**config.mk**
```make
export PLATFORM = sky130hd
export DESIGN_NAME = rr_mux_n
export DESIGN_NICKNAME = d
export VERILOG_FILES = /design/src/rtl/rr_mux_n.sv
export SDC_FILE = /design/constraint.sdc
export NUM_CORES = 1
export LEC_CHECK = 0
export BUFFER_PORTS_ARGS = -buffer_cell sky130_fd_sc_hd__buf_2
export CORE_MARGIN = 4
export CORE_UTILIZATION = 46
export CTS_CLUSTER_DIAMETER = 60
export DETAILED_ROUTE_END_ITERATION = 8
export PLACE_DENSITY_LB_ADDON = 0.08
export SYNTH_ARGS = -nofsm -noshare
export SYNTH_HDL_FRONTEND = slang
export SYNTH_SLANG_ARGS = --single-unit
```
**constraint.sdc**
```tcl
create_clock -name clk -period 4.95 [get_ports clk]
set_clock_uncertainty 0.05 [all_clocks]
set_input_delay 1.485 -clock clk [delete_from_list [all_inputs] [get_ports clk]]
set_output_delay 1.485 -clock clk [all_outputs]
set_load 0.05 [all_outputs]
```
**src/rtl/rr_mux_n.sv**
```systemverilog
// N:1 registered multiplexer with per-channel valid/ready, round-robin or fixed-channel grant.
// Optional packet locking (in_last port + lock FSM) is enabled by defining RR_MUX_PKT_LOCK_EN.
module rr_mux_n #(
  parameter int N     = 4,
  parameter int W     = 8,
  parameter int SEL_W = $clog2(N)
) (
  input  logic               clk,
  input  logic               rst,
  input  logic [N*W-1:0]     in_data,
  input  logic [N-1:0]       in_valid,
  output logic [N-1:0]       in_ready,
`ifdef RR_MUX_PKT_LOCK_EN
  input  logic [N-1:0]       in_last,
`endif
  input  logic               mode,
  input  logic [SEL_W-1:0]   sel,
  output logic [W-1:0]       out_data,
  output logic [SEL_W-1:0]   out_chan,
  output logic               out_valid,
  input  logic               out_ready
);

  logic [SEL_W-1:0] rr_ptr;
  logic [N-1:0]     eligible;
  logic             grant_vld;
  logic [SEL_W-1:0] grant_idx;
  logic             load_en;
  logic             accept;
  logic             locked;
  logic [SEL_W-1:0] lock_chan;

  assign load_en = !out_valid || out_ready;
  assign accept  = grant_vld && load_en && !rst;

`ifdef RR_MUX_PKT_LOCK_EN
  typedef enum logic {IDLE, LOCKED} lock_state_t;

  lock_state_t state, state_next;

  always_ff @(posedge clk or posedge rst) begin
    if (rst) begin
      state     <= IDLE;
      lock_chan <= '0;
    end else begin
      state <= state_next;
      if (accept && state == IDLE)
        lock_chan <= grant_idx;
    end
  end

  always_comb begin
    state_next = state;
    case (state)
      IDLE:    if (accept && !in_last[grant_idx]) state_next = LOCKED;
      LOCKED:  if (accept &&  in_last[grant_idx]) state_next = IDLE;
      default: state_next = IDLE;
    endcase
  end

  assign locked = (state == LOCKED);
`else
  assign locked    = 1'b0;
  assign lock_chan = '0;
`endif

  // NOTE: every variable written in an always_comb gets a default first, so no path can infer a latch.
  always_comb begin
    eligible = '0;
    for (int k = 0; k < N; k++) begin
      if (locked)
        eligible[k] = in_valid[k] && (lock_chan == SEL_W'(k));
      else
        eligible[k] = in_valid[k] && (!mode || sel == SEL_W'(k));
    end
  end

  // Scan starts at rr_ptr and wraps; in fixed mode at most one channel is eligible anyway.
  always_comb begin
    int j;
    grant_vld = 1'b0;
    grant_idx = '0;
    j         = 0;
    for (int i = 0; i < N; i++) begin
      j = int'(rr_ptr) + i;
      if (j >= N) j = j - N;
      if (!grant_vld && eligible[SEL_W'(j)]) begin
        grant_vld = 1'b1;
        grant_idx = SEL_W'(j);
      end
    end
  end

  always_comb begin
    in_ready = '0;
    for (int k = 0; k < N; k++)
      in_ready[k] = accept && (grant_idx == SEL_W'(k));
  end

  // While locked the granted channel is always lock_chan, so rewriting rr_ptr to
  // lock_chan+1 on every beat leaves it frozen at the value it takes on release.
  // NOTE: sequential state uses non-blocking assignments so all registers update from pre-edge values.
  always_ff @(posedge clk or posedge rst) begin
    if (rst) begin
      out_valid <= 1'b0;
      out_data  <= '0;
      out_chan  <= '0;
      rr_ptr    <= '0;
    end else if (load_en) begin
      if (grant_vld) begin
        out_valid <= 1'b1;
        out_data  <= in_data[grant_idx*W +: W];
        out_chan  <= grant_idx;
        rr_ptr    <= (grant_idx == SEL_W'(N-1)) ? '0 : grant_idx + SEL_W'(1);
      end else begin
        out_valid <= 1'b0;
      end
    end
  end

endmodule

```
Word level (Yosys, flattened, before mapping)
Cells that the tools add are included.
Operators by class
  mux-type cells: 26
  order comparisons: 8
  shifts and indexed selects: 1
  eq/ne operators: 6
  reduce and logical (&&, ||, !) cells: 27
  add/sub/neg operators: 8
Operator list (number)
  variable part select 32 x 6 -> 8 bit: 1
  2-to-1 mux 2 bit: 9
  less-than comparator 2 x 4 -> 1 bit (second input constant): 4
  logical AND 1 bit: 13
  2-to-1 mux 1 bit: 13
  greater-or-equal comparator 3 bit (second input constant): 3
  binary-select mux 1 bit (select 2 bit): 4
  equality test 2 bit (second input constant): 4
  subtractor 2 x 1 -> 2 bit (second input constant): 4
  adder 2 x 2 -> 3 bit (second input constant): 2
  zero test 1 bit: 6
  logical OR 1 bit: 5
  equality test 2 x 1 -> 1 bit (second input constant): 2
  zero test 2 bit: 2
  adder 2 x 1 -> 3 bit (second input constant): 1
  greater-or-equal comparator 2 x 3 -> 1 bit (second input constant): 1
  adder 2 x 1 -> 2 bit (second input constant): 1
  AND reduction 2 bit: 1
Word-level totals
  input bits: 42
  flip-flop bits (word level): 13
  output and inout port bits: 15
  logic and storage cells: 80

Longest topological paths before layout
Gate-level depths: netlist of the first run.
  word-level depth: 19
  depth in mapped cells: 12
  mapped depth without buffers: 8

Worst setup path before layout of the first run
No wires, ideal clock.
  path kind: input port to output port
  from: input port sel[0]
  to: output port in_ready[3]
  required time: 3.415 ns
  slack: -0.145 ns
  arrival: 3.560 ns
  cell stages on the path: 11
  buffers on the path: 3
  cell sequence: buf_6 -> or4b_4 -> o211a_2 -> nand4b_1 -> and4_1 -> buf_6 -> nand2_8 -> buf_12 -> inv_1 -> ha_1 -> and3_1
On the way
  elaborated cells between the ends (all ways): 42
  those cells by class: 4 x eq/ne; 20 x mux; 18 x reduce/logical
RTL lines
  from (decl): line 17  | input logic [SEL_W-1:0] sel,
  equality test 2 x 1 -> 1 bit, or another cell as far along: line 74  | eligible[k] = in_valid[k] && (!mode || sel == SEL_W'(k));
  logical OR 1 bit: line 74
  logical AND 1 bit: line 74
  binary-select mux 1 bit (select 2 bit): line 87  | if (!grant_vld && eligible[SEL_W'(j)]) begin
  2-to-1 mux 1 bit (implied by the code) (2 in a row): line 87
  2-to-1 mux 1 bit: line 87
  zero test 1 bit: line 87
  logical AND 1 bit: line 87
  [2 not listed]
  logical AND 1 bit: line 87
  2-to-1 mux 1 bit: line 87
  zero test 1 bit: line 87
  logical AND 1 bit: line 87
  2-to-1 mux 2 bit *: line 87
  named net grant_idx[0]: line 27  | logic [SEL_W-1:0] grant_idx;
  equality test 2 bit *: line 97  | in_ready[k] = accept && (grant_idx == SEL_W'(k));
  logical AND 1 bit *: line 97
  to (decl): line 12  | output logic [N-1:0] in_ready,
Mark *: on every way through the listed nets, which the timed path passes. The rest lies on a longest branch. The select of a mux whose other input is x is not followed.

Worst setup path after layout of the first run
Same ends and word-level chain as after synthesis.

==> results of run 1 <==
## per-layer routing
| metal | wire length, microns | GRT usage (%) | share of wire [%] |
|---|---|---|---|
| met2 | 1610 | 34.1 | 51 |
| met4 | 51 | 6.80 | 1.6 |
| met3 | 182 | 3.27 | 5.8 |
| met1 | 1310 | 22.8 | 42 |
| met5 | 0 | 0 | 0 |
## stage by stage
stage,setup WS (ps),power [mW],utilization (%)
3_5_place_dp,-58.8,0.890,60.8
2_1_floorplan,-24.3,0.777,-
5_1_grt,16.0,1.06,64.5
4_1_cts,38.9,0.967,62.2
6_report,66.5,0.981,64.5
3_3_place_gp,18.6,0.876,60.8
## power by group
| group | total [mW] | switching, mW | internal (mW) |
|---|---|---|---|
| combinational | 0.708 | 0.438 | 0.270 |
| sequential | 0.206 | 0.0493 | 0.157 |
| clock | 0.0665 | 0.0353 | 0.0313 |
| total | 0.981 | 0.523 | 0.458 |
## repair_timing
item	4_1_cts	5_1_grt
pin swaps	0	5
resized for setup	4	13
endpoints found under the setup margin	2	4
setup buffers	0	2
## flip-flops by register name (all words and copies together) (netlist names)
name and count:
out_data 8, rr_ptr 2, out_chan 2, out_valid 1
## layout make-up
class / instances / area (sq um)
Clock buffer: 4 / 26.3
Multi-Input combinational cell: 97 / 831
Inverter: 3 / 11.3
Fill cell: 232 / 880
Timing Repair Buffer: 65 / 367
Tap cell: 30 / 37.5
Sequential cell: 13 / 325
## critical path, cell delays in order
cell and delay [ps]:
buf_2 130, or4bb_4 560, o211ai_4 130, nand4_1 150, and4_4 280, nand2_8 70
inv_2 40, ha_1 190, and3_4 170, buf_8 140
## placed cells by master (no fill, tap or decap), types with 2 or more instances in the layout
| cell type | Yosys | final |
|---|---|---|
| a211oi_1 | 8 | 8 |
| and3_2 | 0 | 2 |
| nor2_1 | 16 | 15 |
| nand4b_1 | 4 | 4 |
| a21oi_1 | 2 | 2 |
| and3_1 | 12 | 8 |
| nand4_1 | 2 | 2 |
| buf_2 | 3 | 53 |
| inv_1 | 3 | 2 |
| ha_1 | 4 | 4 |
| a211oi_2 | 8 | 8 |
| buf_4 | 0 | 10 |
| or4bb_4 | 0 | 2 |
| dfrtp_1 | 13 | 13 |
| clkbuf_4 | 0 | 3 |
| a2bb2oi_1 | 2 | 2 |
| mux2i_1 | 12 | 12 |
| mux2_2 | 2 | 2 |
| a21o_1 | 2 | 2 |
| o211a_1 | 2 | 2 |
| nand2b_1 | 4 | 4 |
| nand3_1 | 2 | 2 |
| o211ai_1 | 2 | 2 |
| and3_4 | 0 | 2 |
## cell families after synthesis
| logic type | count (synthesis) |
|---|---|
| and+or+nand+nor | 49 |
| AOI/OAI and AO/OA | 30 |
| muxes | 14 |
| DFF | 13 |
| buffers and inverters | 10 |
| adders and majority gates | 4 |
## worst min-delay path by stage
stage                startpoint  depth (start not counted)  slack, ps           to
floorplan             rr_ptr[1]                          1        510    rr_ptr[1]
finish              out_chan[1]                          1        430  out_chan[1]
global route        out_chan[0]                          1        470  out_chan[0]
CTS                 out_chan[1]                          1        440  out_chan[1]
global placement    out_chan[0]                          1        410  out_chan[0]
detailed placement  out_chan[1]                          1        420  out_chan[1]
==> results.md, run 1 <==
* Total congestion overflow at 0
* Synth Flop Type: dfrtp_1
* Cells after DPL at 206
* Vias per inst at 5.50
* Least-Margin Pin Slew at 682 ps
* Leading area contributor after synthesis: dfrtp_1
* Flop2flop setup slack at 1970 ps
* # diodes at 0
* Outcome: finished, final reports clean
* Synthesis Warnings at 0
* Data required time of the critical path at 3410 ps
* GRT Resource Usage Total at 19.1%
* First-pass GRT wire length at 5080 microns
* Drt pass-1 iters at 4
* Post-DP HPWL at 2460 microns
* Setup Viol. Count Final at 0
* Syn Nets at 166
* XOR/XNOR Fraction of Synth Area at 0%
* Core ar. at 0.00248 sq mm
* P_leak at 0.797 nW
* Final hold slack at 434 ps
* Synth cell count leaders: nor2_1 (16), dfrtp_1 (13), and3_1 (12), mux2i_1 (12)
* CTS tree: done
* Synth Area in Adders at 4.18%
* GP Congestion at 0.842
* Clk slew on worst S/H paths at 80 ps
* Critical Path Fanout Max at 5
* Fmax at 0.205 GHz
* Seq/Total Area, Yosys at 27.2%
* Synth Area in Simple Gates at 26.4%
* Setup TNS Final at 0 ps
* DRC viols at 0
* Final Non-Filler Cells at 212
* Main area contributors after synthesis: dfrtp_1 (27%), mux2i_1 (10%), a211oi_2 (8.4%)
* Worst Setup SP: sel[0]
* Multiplexer share of the synthesized area at 11.9%
* Initial core utilization at 48.3%
* Ports at 57
* #FFs+latches synth at 13
* PwrDens at 614 mW/mm^2
* # rows at 18
* Clock Tree Buf Depth at 2
* PortBufs at 56
* Area grow syn2layout at 33.6%
* Cts bufs inserted at 3
* Slew headroom at 54.4%
* Clk Latency, worst-skew pair at 280 ps
* Crit path DAT at 3350 ps
* Clock Tree Root: clkbuf_4
* Initial antenna violation count at 0
* Chip height at 59.0 microns
* Final slew viol count at 0
* Most common cell in the netlist: nor2_1
* Post-synthesis compound-gate area fraction at 23.6%
* Worst setup endpoint: in_ready[3]
* Hold Buf Count CTS at 0
* Tmin final at 4880 ps
* Mapped Area at 0.00120 sq mm
* Die Width at 59.0 microns
* CTS H-tree depth at 1
* FFs w/ async S/R, synth at 100%
* Nets@finish at 229
* CP Capture Type: primary output
* Share of cells above drive strength 1 at 52.2%
* Library cells used by synthesis at 33
* Placed Area at 0.00151 sq mm
* Yosys top cell area share at 27.2%
* Reg2reg end: out_data[3]
* Post-synth EDFFs at 0
* DR vias at 1166
* 1st-iter DRT viols at 86
* Drt wl/cell at 14.9 microns
* Largest net degree at the start of global routing at 22
* Vias in the first global route at 1134
* Tcrit/Tclk final at 98.7%
* Worst vdd ir at 449 uV
* Clock Sinks at 13
* Die area at 0.00348 sq mm
* Hold Crit Class: register to register
* Max_cap viols at 0
* Synthesized area per cell at 9.97 sq um
* Unrepaired setup endpoints after global routing: no
* Launching element type of the critical path: input pin
* Routed Antenna Nets at 0
* Final instance area at 0.00160 sq mm
* CP Class: input pin to primary output
* Final WL at 3160 microns
* Syn Inst Count at 120
* Worst r2r src: rr_ptr[0]
* Largest family of logic cells by synthesized area: simple AND/OR/NAND/NOR gates
* Fin. Hold Viols at 0
* R2r worst-path depth at 9
Power figures use the tool's default switching activity.
==> inputs of run 2 (changes only) <==
CORE_MARGIN = unset   (was 4)
==> run 2 against run 1 <==
The run now ends with DRC left. Core utilization is 1.4 points lower. Maximum frequency shrank 0.15%. Die area shrank 19%. Final area down 2.2%. Sequential power barely moved. Critical path type unchanged. Critical endpoint is now in_ready[2].
==> results.md, run 2 (synthesis results as in run 1) <==
* Total congestion overflow at 0 (unchanged)
* Initial antenna violation count at 0 (unchanged)
* Largest regs: out_data: 8 flops, out_chan: 2 flops, rr_ptr: 2 flops (unchanged)
* Largest Register: out_data (unchanged)
* Most frequent cells in the layout: buf_2 (53), nor2_1 (15), dfrtp_1 (13) (unchanged)
* P_leak at 0.787 nW (was 0.797 nW)
* Power Total at 0.962 mW (was 0.981 mW)
* Clock Sinks at 13 (unchanged)
* Fmax at 0.204 GHz (was 0.205 GHz)
* GP Congestion at 0.781 (was 0.842)
* CP Capture Type: primary output (unchanged)
* PwrDens at 616 mW/mm^2 (was 614 mW/mm^2)
* Chip height at 53.0 microns (was 59.0 microns)
* Reg2reg end: out_data[2] (was out_data[3])
* Tmin final at 4890 ps (was 4880 ps)
* First-pass GRT wire length at 4510 microns (was 5080 microns)
* Drt pass-1 iters at 6 (was 4)
* GRT Resource Usage Total at 22.0% (was 19.1%)
* Hold Crit Class: register to register (unchanged)
* Share of cells above drive strength 1 at 50.0% (was 52.2%)
* Clock Tree Root: clkbuf_4 (unchanged)
* Initial core utilization at 48.3% (unchanged)
* Clk slew on worst S/H paths at 90 ps (was 80 ps)
* Area grow syn2layout at 30.6% (was 33.6%)
* # rows at 18 (unchanged)
* CTS tree: done (unchanged)
* Worst vdd ir at 370 uV (was 449 uV)
* Hold Buf Count CTS at 0 (unchanged)
* Final hold slack at 435 ps (was 434 ps)
* Unrepaired setup endpoints after global routing: yes (was no)
* Worst hold path startpoint: out_chan[0] (was out_chan[1])
* Setup TNS Final at 0 ps (unchanged)
* Crit path DAT at 3360 ps (was 3350 ps)
* Largest net degree at the start of global routing at 22 (unchanged)
* Critical Path Fanout Max at 5 (unchanged)
* Die Width at 53.0 microns (was 59.0 microns)
* Launching element type of the critical path: input pin (unchanged)
* Cts bufs inserted at 3 (unchanged)
* Vias in the first global route at 1064 (was 1134)
* Final slew viol count at 0 (unchanged)
* Drt wl/cell at 13.7 microns (was 14.9 microns)
* Flop2flop setup slack at 2090 ps (was 1970 ps)
* Worst r2r src: rr_ptr[0] (unchanged)
* Core ar. at 0.00248 sq mm (unchanged)
* CP Class: input pin to primary output (unchanged)
* Outcome: finished with violations (was finished, final reports clean)
* FILL cells at 224 (was 232)
* Vias per inst at 5.60 (was 5.50)
* Violated checks: DRC
* Routed Antenna Nets at 0 (unchanged)
* Post-Route Utilization at 63.1% (was 64.5%)
* Placed Area at 0.00151 sq mm (unchanged)
* R2r worst-path depth at 8 (was 9)
* Max_cap viols at 0 (unchanged)
* PortBufs at 56 (unchanged)
* Final WL at 2890 microns (was 3160 microns)
* Largest register FFs at 8 (unchanged)
* Tcrit/Tclk final at 98.8% (was 98.7%)
* Slew headroom at 55.5% (was 54.4%)
* Final instance area at 0.00156 sq mm (was 0.00160 sq mm)
* Fin. Hold Viols at 0 (unchanged)
* Die area at 0.00281 sq mm (was 0.00348 sq mm)
* Post-DP HPWL at 2270 microns (was 2460 microns)
* Hold Path Depth at 1 (unchanged)
* Nets@finish at 227 (was 229)
* DRC viols at 1 (was 0)
* Setup Viol. Count Final at 0 (unchanged)
* Clock Tree Buf Depth at 2 (unchanged)
* Least-Margin Pin Slew at 665 ps (was 682 ps)
* DR vias at 1175 (was 1166)
* Hold Crit Endpoint: out_chan[0] (was out_chan[1])
* # diodes at 0 (unchanged)
* Data required time of the critical path at 3410 ps (about the same)
* 1st-iter DRT viols at 13 (was 86)
* CTS H-tree depth at 1 (unchanged)
* Commonest non-fill, non-tap cell in the layout: buf_2 (unchanged)
* Ports at 57 (unchanged)
* Clk Latency, worst-skew pair at 270 ps (was 280 ps)
==> run 2: changes by cell type in the layout (fill, tap and decap cells not counted), sizes merged <==
cell / previous run / this run
buf: 65 / 62
clkinv: 0 / 1
==> run 2: how the worst max path moves through the flow <==
| stage | start | end | cells after the start |
|---|---|---|---|
| after CTS | sel[1] | in_ready[3] | 10 |
| after detailed placement | sel[1] | in_ready[1] | 10 |
| final | sel[1] | in_ready[2] | 9 |
| after global placement | sel[1] | in_ready[1] | 10 |
| after global routing | sel[1] | in_ready[0] | 9 |
| after floorplan | sel[0] | in_ready[3] | 11 |
==> run 2: layout make-up <==
cell class / instances / area, sq um / area share, %
Multi-Input combinational cell: 97 / 810 / 51.8
Timing Repair Buffer: 63 / 352 / 22.5
Sequential cell: 13 / 325 / 20.8
Tap cell: 30 / 37.5 / 2.40
Clock buffer: 3 / 22.5 / 1.44
Inverter: 3 / 11.3 / 0.721
Clock inverter: 1 / 5.00 / 0.320
==> run 2: report_power, final <==
| group | total, mW | leakage [nW] | internal [mW] | switching, mW |
|---|---|---|---|---|
| registers | 0.209 | 0.146 | 0.157 | 0.0517 |
| logic | 0.689 | 0.623 | 0.260 | 0.428 |
| clock network | 0.0650 | 0.0177 | 0.0299 | 0.0351 |
| total | 0.962 | 0.787 | 0.447 | 0.515 |
==> run 2: repair_timing <==
action | 4_1_cts | 5_1_grt
gates cloned | 0 | 0
buffers inserted | 0 | 0
setup endpoints to repair | 2 | 4
pin swaps | 0 | 5
gates resized for setup | 3 | 8
==> run 2: through the flow <==
| stage | std cells | worst slack, ps |
|---|---|---|
| 2_1_floorplan | 120 | -24.3 |
| 3_3_place_gp | 206 | 14.6 |
| 3_5_place_dp | 206 | -45.7 |
| 4_1_cts | 210 | 25.7 |
| 5_1_grt | 210 | -5.67 |
| 6_report | 210 | 59.4 |
==> run 2: critical path, stage by stage <==
cell and delay (ps):
buf_2 130, or4b_4 540, o211a_2 170, nand4b_1 110, and4_4 280, nand2_8 60, ha_1 200, and3_2 180
buf_2 210
==> run 2: per-layer routing <==
metal | global-route usage, % | vias up | share of wire (%)
li1 | - | 582 | -
met1 | 24.8 | 548 | 43
met2 | 42.4 | 43 | 52
met3 | 3.16 | 2 | 5.0
met4 | 5.26 | 0 | 0.59
met5 | 0 | - | 0
